**src/rtl/fir_xifu_offloader.sv**
```systemverilog
// fir_xifu_offloader
// Core-side issuer for the FIR extension. Takes instructions from decode, offloads
// xfirlw / xfirsw / xfirdotp to the FIR coprocessor over issue/commit/result and writes
// returned results into the core register file. A per-register pending mask blocks
// RAW/WAW hazards while results are outstanding.
// Ports:
//   clk_i, rst_ni                       clock, synchronous active-low reset
//   instr_valid_i/instr_ready_o/instr_i decode-stage instruction handshake
//   rf_raddr_*_o, rf_rdata_*_i          operand reads (combinational)
//   rf_we_o/rf_waddr_o/rf_wdata_o       result write port
//   issue_*                             issue handshake towards the coprocessor
//   commit_*                            one-cycle commit strobe, kill on flush_i
//   result_*                            result handshake from the coprocessor
//   illegal_o                           one-cycle pulse after a rejected instruction
module fir_xifu_offloader #(
    parameter int unsigned ID_WIDTH        = 4,
    parameter int unsigned MAX_OUTSTANDING = 4
) (
    input  logic                clk_i,
    input  logic                rst_ni,
    input  logic                instr_valid_i,
    output logic                instr_ready_o,
    input  logic [31:0]         instr_i,
    output logic [4:0]          rf_raddr_a_o,
    output logic [4:0]          rf_raddr_b_o,
    input  logic [31:0]         rf_rdata_a_i,
    input  logic [31:0]         rf_rdata_b_i,
    output logic                rf_we_o,
    output logic [4:0]          rf_waddr_o,
    output logic [31:0]         rf_wdata_o,
    output logic                issue_valid_o,
    input  logic                issue_ready_i,
    output logic [31:0]         issue_instr_o,
    output logic [ID_WIDTH-1:0] issue_id_o,
    output logic [31:0]         issue_rs1_o,
    output logic [31:0]         issue_rs2_o,
    input  logic                issue_accept_i,
    input  logic                issue_writeback_i,
    output logic                commit_valid_o,
    output logic [ID_WIDTH-1:0] commit_id_o,
    output logic                commit_kill_o,
    input  logic                flush_i,
    input  logic                result_valid_i,
    output logic                result_ready_o,
    input  logic [ID_WIDTH-1:0] result_id_i,
    input  logic [4:0]          result_rd_i,
    input  logic [31:0]         result_data_i,
    input  logic                result_we_i,
    output logic                illegal_o
);

    localparam int unsigned OutW = $clog2(MAX_OUTSTANDING + 1);

    localparam logic [1:0] StIdle   = 2'd0;
    localparam logic [1:0] StIssue  = 2'd1;
    localparam logic [1:0] StCommit = 2'd2;

    logic [1:0]          r_state, w_state_d;
    logic                r_active;
    logic [31:0]         r_pending, w_pending_d;
    logic [ID_WIDTH-1:0] r_id, r_commit_id;
    logic [OutW-1:0]     r_outstanding, w_outstanding_d;
    logic                r_illegal;
    logic [31:0]         r_instr, r_rs1, r_rs2;
    logic                r_set_pend, r_set_inc;

    logic                w_legal, w_uses_rs2, w_uses_rd, w_hazard;
    logic [2:0]          w_funct3;
    logic                w_instr_hs, w_issue_hs, w_res_hs, w_kill;
    logic                w_set_pend, w_out_inc;
    logic [OutW:0]       w_out_sum, w_out_sub;

    // Result IDs are not tracked; results are written back regardless of ID.
    logic w_unused_result_id;
    assign w_unused_result_id = ^result_id_i;

    // Decode of the instruction currently offered by decode
    assign w_funct3   = instr_i[14:12];
    assign w_legal    = (instr_i[6:0] == 7'b1011011) &&
                        (w_funct3 == 3'b000 || w_funct3 == 3'b001 || w_funct3 == 3'b010);
    assign w_uses_rs2 = (w_funct3 == 3'b001) || (w_funct3 == 3'b010);
    assign w_uses_rd  = (w_funct3 == 3'b000) || (w_funct3 == 3'b010);
    assign w_hazard   = r_pending[instr_i[19:15]] ||
                        (w_uses_rs2 && r_pending[instr_i[24:20]]) ||
                        (w_uses_rd && r_pending[instr_i[11:7]]);

    assign rf_raddr_a_o = instr_i[19:15];
    assign rf_raddr_b_o = instr_i[24:20];

    // Illegal instructions are always taken so they can be rejected promptly.
    assign instr_ready_o = r_active && (r_state == StIdle) && instr_valid_i &&
                           (!w_legal || (!w_hazard &&
                                         r_outstanding < OutW'(MAX_OUTSTANDING)));

    assign issue_valid_o  = (r_state == StIssue);
    assign issue_instr_o  = r_instr;
    assign issue_id_o     = r_id;
    assign issue_rs1_o    = r_rs1;
    assign issue_rs2_o    = r_rs2;

    assign commit_valid_o = (r_state == StCommit);
    assign commit_id_o    = r_commit_id;
    assign commit_kill_o  = commit_valid_o && flush_i;

    assign result_ready_o = r_active;
    assign illegal_o      = r_illegal;

    assign w_instr_hs = instr_valid_i && instr_ready_o;
    assign w_issue_hs = issue_valid_o && issue_ready_i;
    assign w_res_hs   = result_valid_i && result_ready_o;
    assign w_kill     = commit_kill_o;

    assign w_out_inc  = w_issue_hs && issue_accept_i && issue_writeback_i;
    assign w_set_pend = w_out_inc && (r_instr[11:7] != 5'd0);

    assign rf_we_o    = w_res_hs && result_we_i && (result_rd_i != 5'd0);
    assign rf_waddr_o = result_rd_i;
    assign rf_wdata_o = result_data_i;

    always_comb begin
        w_state_d = r_state;
        case (r_state)
            StIdle:   if (w_instr_hs && w_legal) w_state_d = StIssue;
            StIssue:  if (w_issue_hs) w_state_d = issue_accept_i ? StCommit : StIdle;
            StCommit: w_state_d = StIdle;
            default:  w_state_d = StIdle;
        endcase
    end

    // Set and clear target different registers (WAW stall), so order is immaterial.
    always_comb begin
        w_pending_d = r_pending;
        if (rf_we_o) w_pending_d[result_rd_i] = 1'b0;
        if (w_set_pend) w_pending_d[r_instr[11:7]] = 1'b1;
        if (w_kill && r_set_pend) w_pending_d[r_instr[11:7]] = 1'b0;
        w_pending_d[0] = 1'b0;
    end

    // Decrements saturate at zero so stray results cannot underflow the count.
    always_comb begin
        w_out_sum = (OutW + 1)'(r_outstanding) + (OutW + 1)'(w_out_inc);
        w_out_sub = (OutW + 1)'(w_res_hs) + (OutW + 1)'(w_kill && r_set_inc);
        if (w_out_sum > w_out_sub) begin
            w_outstanding_d = OutW'(w_out_sum - w_out_sub);
        end else begin
            w_outstanding_d = '0;
        end
    end

    always_ff @(posedge clk_i) begin
        if (!rst_ni) begin
            r_state       <= StIdle;
            r_active      <= 1'b0;
            r_pending     <= '0;
            r_id          <= '0;
            r_commit_id   <= '0;
            r_outstanding <= '0;
            r_illegal     <= 1'b0;
            r_instr       <= '0;
            r_rs1         <= '0;
            r_rs2         <= '0;
            r_set_pend    <= 1'b0;
            r_set_inc     <= 1'b0;
        end else begin
            r_state       <= w_state_d;
            r_active      <= 1'b1;
            r_pending     <= w_pending_d;
            r_outstanding <= w_outstanding_d;
            r_illegal     <= (w_instr_hs && !w_legal) || (w_issue_hs && !issue_accept_i);
            if (w_instr_hs && w_legal) begin
                r_instr <= instr_i;
                r_rs1   <= rf_rdata_a_i;
                r_rs2   <= rf_rdata_b_i;
            end
            if (w_issue_hs) begin
                r_id        <= r_id + ID_WIDTH'(1);
                r_commit_id <= r_id;
                r_set_pend  <= w_set_pend;
                r_set_inc   <= w_out_inc;
            end
        end
    end

endmodule

```
**config.mk**
```make
export PLATFORM = sky130hd
export DESIGN_NAME = fir_xifu_offloader
export DESIGN_NICKNAME = d
export VERILOG_FILES = /design/src/rtl/fir_xifu_offloader.sv
export SDC_FILE = /design/constraint.sdc
export NUM_CORES = 1
export LEC_CHECK = 0
export CAP_MARGIN = 0
export CORE_AREA = 4 4 136 138
export CTS_CLUSTER_DIAMETER = 100
export CTS_CLUSTER_SIZE = 40
export DETAILED_ROUTE_END_ITERATION = 16
export DIE_AREA = 0 0 140 142
export PLACE_DENSITY = 0.8
export REMOVE_ABC_BUFFERS = 1
export SYNTH_ARGS = -nofsm -noshare
export SYNTH_HDL_FRONTEND = slang
export SYNTH_SLANG_ARGS = --single-unit
```
**constraint.sdc**
```tcl
create_clock -name clk_i -period 3.46 [get_ports clk_i]
set_input_delay 0.346 -clock clk_i [delete_from_list [all_inputs] [get_ports clk_i]]
set_output_delay 0.346 -clock clk_i [all_outputs]
set_load 0.01 [all_outputs]
```
==> results of run 1 <==
## layout make-up
cell class	instances	share of cell area (%)
clock buffers	20	4.41
clock inverters	11	1.62
inverters	9	0.334
multi-input cells	574	36.8
flip-flops and latches	144	28.5
well taps	225	2.78
repair buffers	261	25.6
## state kept, by name, indices dropped and copies added, names as in the netlist
signal	count
r_outstanding	3
r_set_pend	1
r_state	2
r_pending	31
result_ready_o	1
commit_id_o	4
issue_instr_o	32
r_set_inc	1
issue_rs2_o	32
issue_id_o	4
issue_rs1_o	32
illegal_o	1
## power by group through the flow
stage	Clock (W)	Combinational, W	Sequential, W
global route	0.00200	0.000362	0.00166
global placement	0	0.000327	0.00170
finish	0.00190	0.000332	0.00166
floorplan	0	0.0000796	0.00170
CTS	0.00193	0.000334	0.00166
detailed placement	0	0.000331	0.00170
## how the worst min path moves through the flow
| stage | start | slack, ns | to | cells after the start |
|---|---|---|---|---|
| after floorplan | rst_ni | 0.37 | result_ready_o | 0 |
| after global placement | issue_instr_o[21] | 0.44 | issue_instr_o[21] | 2 |
| after detailed placement | issue_rs1_o[6] | 0.45 | issue_rs1_o[6] | 2 |
| after CTS | issue_rs1_o[9] | 0.46 | issue_rs1_o[9] | 2 |
| after global routing | issue_instr_o[26] | 0.47 | issue_instr_o[26] | 2 |
| final | issue_rs1_o[6] | 0.45 | issue_rs1_o[6] | 2 |
## routing by layer
| metal | vias to the layer above | global-route usage [%] |
|---|---|---|
| li1 | 3139 | - |
| met1 | 3059 | 27.0 |
| met2 | 303 | 35.7 |
| met3 | 49 | 6.96 |
| met4 | 2 | 7.29 |
| met5 | - | 2.63 |
## worst max-delay path, delay by kind of cell
kind            cells  cell delay [ns]
compound gates      2             0.32
buf+inv             3             0.83
mux                 2             0.97
simple gates        2             0.16
## cells in the final DEF (no fill, tap or decap), drive strengths merged, types with 2 or more instances in the layout
master / count
mux2i: 92
ha: 6
nand4bb: 2
nand2: 232
and3b: 5
nand4: 3
nand3b: 7
nand2b: 4
clkdlybuf4s50: 233
buf: 27
a21oi: 35
mux2: 3
mux4: 22
xnor2: 6
o311a: 2
clkinv: 5
a221oi: 2
bufinv: 4
o21a: 7
nand4b: 3
nor3b: 3
nand3: 8
and2: 11
and3: 6
clkinvlp: 2
dfxtp: 144
inv: 9
or3b: 2
o22ai: 2
o21ai: 64
nor2b: 8
nor3: 2
a311o: 2
or3: 2
a21boi: 6
clkbuf: 20
nor2: 17
## metrics by stage
step / TNS [ns] / instances / hold slack, ns / instance area [sq um] / total power (W)
3_5_place_dp: 0 / 1213 / 0.446 / 9510 / 0.00203
5_1_grt: 0 / 1244 / 0.472 / 10100 / 0.00403
3_3_place_gp: 0 / 1213 / 0.442 / 9510 / 0.00203
2_1_floorplan: -159.50 / 727 / 0.374 / 6640 / 0.00178
4_1_cts: 0 / 1244 / 0.457 / 10100 / 0.00393
6_report: 0 / 1244 / 0.454 / 10100 / 0.00390
## logic make-up after synthesis
logic type               count (synthesis)  synth area share (%)
buffers and inverters                  111                  9.19
adder cells (fa/ha/maj)                  7                  1.31
flip-flops                             144                  39.7
AO/OA/AOI/OAI                          126                  9.85
multiplexers                           117                  19.9
XOR/XNOR                                 6                 0.723
AND/OR/NAND/NOR                        318                  19.3
==> key figures, run 1 <==
Outcome
  – Status: finished clean

Logic synthesis
  – Asr flop ratio synth: 0%
  – Post-synthesis average cell area: 8.77 sq um
  – Mapped Cells: 829
  – Synth top cells by count: 232 x nand2_1, 144 x dfxtp_1, 92 x mux2i_1
  – Top_reg_cell synth: dfxtp_1
  – Most common cell in the synthesized netlist: nand2_1
  – Mapped Area: 7270 sq um
  – Synth top area share: 39.7%
  – Post-synth cell types: 47
  – Cell accounting for the most synthesized area: dfxtp_1
  – #FFs+latches synth: 144
  – Synth warn: 0
  – Number of flops mapped to enable cells by yosys: 0
  – Sequential share of the synthesized area: 39.7%
  – Synth top area cells: dfxtp_1 40%, mux2i_1 13%, nand2_1 12%

Floorplanning
  – Core area: 17200 sq um
  – Die extent in y: 142 um
  – Chip Width: 140 um
  – Ports: 304
  – Initial Util: 42.3%
  – Die area: 19900 sq um
  – Row count: 48

Placed design
  – Gpl congestion: 0.880
  – Place WS: 0.0710 ns
  – Buffers added on ports: 235
  – DP Wirelength: 16300 um

Finish
  – Reg area: 2880 sq um
  – Layout cells sized above 1: 8.34%
  – Fill cell count: 1501
  – Area grow syn2layout: 39.2%
  – # diodes: 0
  – Final core occ: 58.9%
  – NumNets Final: 1160
  – Multi-input logic area: 3720 sq um

Worst setup path
  – Crit-path max cell delay: 0.50 ns
  – FF-to-FF Start: r_pending[31]
  – Crit path launch: instr_i[9]
  – CP startpoint kind: input pin
  – R2R setup slack: 0.93 ns
  – Worst Setup Path Type: in -> out
  – CP Capture Point: instr_ready_o
  – Most used cell, CP: mux4_2
  – CP required: 3.11 ns
  – Worst R2R Path Depth: 7
  – CP Data Arrival Time: 2.64 ns
  – R2r endpoint: issue_rs1_o[24]
  – Critical Path End Type: primary output
  – Slowest-stage cell, CP: mux4_2
  – Max FO, Critical Path: 5
  – Cell Chain, Critical Path: clkdlybuf4s50_1, buf_4, mux4_2, mux4_2, nor2_1, o32a_1, nand2_1, a21oi_1, dlymetal6s2s_1

STA
  – Max-slew violations: 0
  – Final Skew: 0.0134 ns
  – Final Hold Fails: 0
  – Final min period: 2.99 ns
  – Max Fclk: 335 MHz
  – Final worst-path cycle share: 86.3%
  – Slew headroom: 35.9%
  – RSZ-0062 raised after global routing: false
  – Setup violators final: 0
  – Worst setup margin: 0.474 ns
  – Worst Tran Pin Value: 0.961 ns

Global routing
  – Grt ovf: 0
  – Largest net degree at the start of global routing: 139
  – Vias in the first global route: 6258
  – Global-route wire length before repair: 34200 um
  – Initial antenna violation count: 0
  – Gr usage total: 21.7%

Route
  – Vias per cell: 5.27
  – Remaining antenna violation count: 0
  – Drt pass-1 iters: 5
  – WL met3: 1880 um
  – 1st-iter DRT viols: 579
  – DRC: 0
  – Top sig layer: met5
  – Final WL: 22200 um
  – Wl on met1: 9180 um
  – WL/cell: 17.8 um
  – Met2 WL: 10500 um
  – Vias: 6552

Power
  – Switch share: 21.3%
  – Power per cell area: 385 nW/um^2
  – Sw Pwr: 0.000832 W
  – Flop pwr share: 42.7%
  – Maximum vdd drop: 0.308 mV
  – Lkg Pwr: 3.56 nW
  – Pint: 0.00307 W
  – Comb pwr share: 8.5%
  – Part of the power in the clock network: 48.8%

Worst hold path
  – Hold Crit Class: reg -> reg

Run
  – # Max-Cap Violations: 0

Clock network
  – Postcts setup bufs: 0
  – CTS Hold Bufs: 0
  – Post-CTS Resized: 0
  – CTS buffer count: 17
  – H-Tree Depth: 4
  – Maximum clock path buffer count: 2
  – CTS Root Cell: clkbuf_16
  – CTS Sinks: 144
  – Clock insertion delay at the later pin of the skew report: 0.42 ns
  – Clock slew at reported path FFs: 0.05 ns
  – TritonCTS clock tree: done
Note: power is estimated with default switching activity, not from simulation.
==> inputs of run 2 (changes only) <==
ABC_AREA = 1   (was unset)
CORE_AREA = 4 4 137 139   (was 4 4 136 138)
DIE_AREA = 0 0 141 143   (was 0 0 140 142)
PLACE_DENSITY = 0.81   (was 0.8)
==> run 2 against run 1 <==
Against the previous run: non-clock buffer count fell by 13; design area increased by 2.1%; routed wire length grew 5.9%; count of clock-buffer cells in the layout did not move; worst hold slack worse by 0.099 ns; flip-flop and latch count unchanged; clock skew down 0.0023 ns; area after synthesis increased by 4.0%; clock power barely moved; critical endpoint unchanged; largest power group unchanged; highest routed layer unchanged.
==> key figures, run 2 <==
Outcome
  – Status: finished clean

Finish
  – NumNets Final: 1535 (+32%)
  – Post-layout instance area: 10300 sq um (+2.1%)
  – Layout cells sized above 1: 3.94% (-4.4 points)
  – Area grow syn2layout: 36.7%
  – Most frequent cells in the layout: 332 x nand2_1, 237 x nor2_1, 234 x clkdlybuf4s50_1
  – Most common cell after layout, fill and taps aside: nand2_1
  – Layout Cells excl Fill: 1624 (+31%)
  – Fill cell count: 1680 (+12%)
  – # diodes: 0 (unchanged)

Floorplanning
  – Die extent in y: 143 um (+0.70%)
  – Initial Util: 42.8% (+0.48 points)
  – Ports: 304 (unchanged)
  – Row count: 49 (+2.1%)
  – Core area: 17700 sq um (+2.8%)
  – Chip Width: 141 um (+0.71%)
  – Die area: 20200 sq um (+1.4%)

Logic synthesis
  – Largest family of logic cells by synthesized area: simple AND/OR/NAND/NOR gates
  – Synth top area share: 38.1% (-1.5 points)
  – Synth warn: 0 (unchanged)
  – Sequential share of the synthesized area: 38.1% (-1.5 points)
  – Top_reg_cell synth: dfxtp_1
  – Mapped Area: 7560 sq um (+4.0%)
  – Mapped Cells: 1215 (+47%)
  – Post-synthesis average cell area: 6.22 sq um (-29%)
  – Post-synth cell types: 28 (-40%)
  – #FFs+latches synth: 144 (unchanged)
  – Post-synthesis compound-gate area fraction: 7.70% (-2.1 points)
  – Most common cell in the synthesized netlist: nand2_1
  – Cell accounting for the most synthesized area: dfxtp_1
  – Asr flop ratio synth: 0% (unchanged)
  – Synth Area in Simple Gates: 36.4% (+17 points)
  – Number of flops mapped to enable cells by yosys: 0 (unchanged)
  – Synth top area cells: dfxtp_1 38%, nand2_1 16%, nor2_1 12%
  – Post-Synth Adder-Cell Area: 1.26% (-0.050 points)
  – Synth Area in XOR/XNOR: 0.232% (-0.49 points)
  – Synth top cells by count: 332 x nand2_1, 237 x nor2_1, 154 x inv_1
  – Mux cell area share after synthesis: 0% (-20 points)

Worst setup path
  – R2r endpoint: r_outstanding[2]
  – CP required: 3.11 ns (about the same)
  – Most used cell, CP: nand3_1
  – Crit path max-delay family: buffers and inverters
  – Max FO, Critical Path: 15 (+10)
  – CP Buf/Inv Count: 3 (unchanged)
  – Critical Path End Type: primary output
  – CP Data Arrival Time: 2.69 ns (+0.05 ns)
  – Crit-path max cell delay: 0.60 ns (+0.10 ns)
  – Cell Chain, Critical Path: clkdlybuf4s50_1, buf_4, nand2_1, nand3_1, nand3_1, nand3_1, nand3_1, a21oi_2, a31o_2, clkdlybuf4s50_1
  – CP startpoint kind: input pin
  – FF-to-FF Start: r_state[0]
  – Slowest-stage cell, CP: clkdlybuf4s50_1
  – Worst R2R Path Depth: 13 (+6)
  – Worst Setup Path Type: in -> out
  – R2R setup slack: 0.84 ns (-0.09 ns)

Clock network
  – TritonCTS clock tree: done
  – Clock slew at reported path FFs: 0.06 ns (about the same)
  – CTS Root Cell: clkbuf_16
  – H-Tree Depth: 4 (unchanged)
  – CTS buffer count: 17 (unchanged)
  – CTS Hold Bufs: 0 (unchanged)
  – Maximum clock path buffer count: 2 (unchanged)
  – Clock insertion delay at the later pin of the skew report: 0.42 ns (about the same)
  – CTS Sinks: 144 (unchanged)
  – Post-CTS Resized: 0 (unchanged)
  – Postcts setup bufs: 0 (unchanged)

Route
  – Remaining antenna violation count: 0 (unchanged)
  – Drt pass-1 iters: 5 (unchanged)
  – DRC: 0 (unchanged)
  – 1st-iter DRT viols: 546 (-5.7%)
  – WL/cell: 14.5 um (-19%)
  – Vias per cell: 4.83 (-8.3%)
  – Final WL: 23500 um (+5.9%)
  – Vias: 7847 (+20%)

STA
  – Hold_ws: 0.355 ns (-0.0992 ns)
  – Slew headroom: 37.6% (+1.7 points)
  – Setup violators final: 0 (unchanged)
  – Worst Tran Pin Value: 0.933 ns (-0.0283 ns)
  – Worst setup margin: 0.428 ns (-0.0461 ns)
  – Final Hold Fails: 0 (unchanged)
  – Max-slew violations: 0 (unchanged)
  – Final Skew: 0.0112 ns (-0.00228 ns)
  – Final worst-path cycle share: 87.6% (+1.3 points)
  – RSZ-0062 raised after global routing: false
  – Final min period: 3.03 ns (+0.0461 ns)
  – Max Fclk: 330 MHz (-1.5%)

Global routing
  – Grt ovf: 0 (unchanged)
  – Global-route wire length before repair: 37200 um (+8.6%)
  – Gr usage total: 23.0% (+1.2 points)
  – Vias in the first global route: 7426 (+19%)
  – Initial antenna violation count: 0 (unchanged)
  – Largest net degree at the start of global routing: 62 (-55%)

Placed design
  – Post-DP Area: 9720 sq um (+2.3%)
  – Place WS: 0.432 ns (+0.361 ns)
  – DP Wirelength: 17300 um (+6.3%)
  – Gpl congestion: 0.908 (+3.2%)
  – Buffers added on ports: 235 (unchanged)
  – Inst Count DP: 1592 (+31%)

Power
  – Lkg Pwr: 4.79 nW (+35%)
  – Power per cell area: 377 nW/um^2 (-2.2%)
  – Maximum vdd drop: 0.298 mV (-3.3%)
  – Total Power: 0.00389 W (-0.21%)

Run
  – # Max-Cap Violations: 0 (unchanged)

Worst hold path
  – Worst Hold Launch: rst_ni
  – Hold Crit Class: in -> reg
  – Cell depth of the worst hold path: 3 (+1)
  – Hold EP: issue_rs2_o[22]
-- run 2: changes by cell type after synthesis, sizes merged, moves of 31 or more --
cell   change
nand3     +93
inv      +151
nand2    +100
o21ai     +31
nor2     +220
mux2i     -92
-- run 2: metrics by stage --
stage,utilization [%],TNS (ns)
6_report,58.5,0
5_1_grt,58.5,0
4_1_cts,58.5,0
3_5_place_dp,55.1,0
3_3_place_gp,55.1,0
2_1_floorplan,-,-41.67
-- run 2: how the worst max path moves through the flow --
stage,endpoint,start,slack (ns),cells after the start
6_report,instr_ready_o,instr_i[15],0.43,10
4_1_cts,instr_ready_o,instr_i[15],0.42,10
2_1_floorplan,issue_instr_o[0],instr_i[15],-0.56,10
3_3_place_gp,instr_ready_o,instr_i[15],0.43,10
3_5_place_dp,instr_ready_o,instr_i[15],0.43,10
5_1_grt,instr_ready_o,instr_i[15],0.27,10
-- run 2: cell type report --
class,count,area (sq um),share of cell area (%)
clock buffers,20,447,4.33
repair buffers,248,2500,24.2
clock inverters,12,158,1.53
well taps,229,287,2.77
multi-input cells,810,3450,33.4
inverters,161,606,5.86
flip-flops and latches,144,2880,27.9
-- run 2: cell families (layout without fill, tap and decap cells) --
family,count (synthesis),after routing
AO/OA/AOI/OAI,113,113
flip-flops,144,144
buffers and inverters,261,441
adder cells (fa/ha/maj),7,7
AND/OR/NAND/NOR,688,688
XOR/XNOR,2,2
-- run 2: routing by layer --
layer  routed length [um]  global-route usage [%]  vias up
li1                     -                       -     3992
met1                 9760                    27.9     3476
met2                10800                    36.7      332
met3                 2400                    9.75       45
met4                  468                    7.65        2
met5                   40                    1.44        -
-- run 2: power by group --
group	switching, W	internal, W	leakage [nW]
combinational	0.000159	0.000174	3.35
sequential	0.00000135	0.00166	1.16
clock	0.000738	0.00116	0.287
total	0.000899	0.00299	4.79
-- run 2: worst reg2reg max path, cell delays in order, from the launching register on --
cell and delay (ns):
dfxtp_1 0.35, inv_1 0.05, nor2_1 0.16, nand2_1 0.27
inv_2 0.21, nand3_1 0.15, inv_2 0.10, ha_1 0.16
ha_1 0.26, fa_1 0.47, nand2_1 0.09, nand3_1 0.07
nand2_1 0.12, nor2_1 0.06
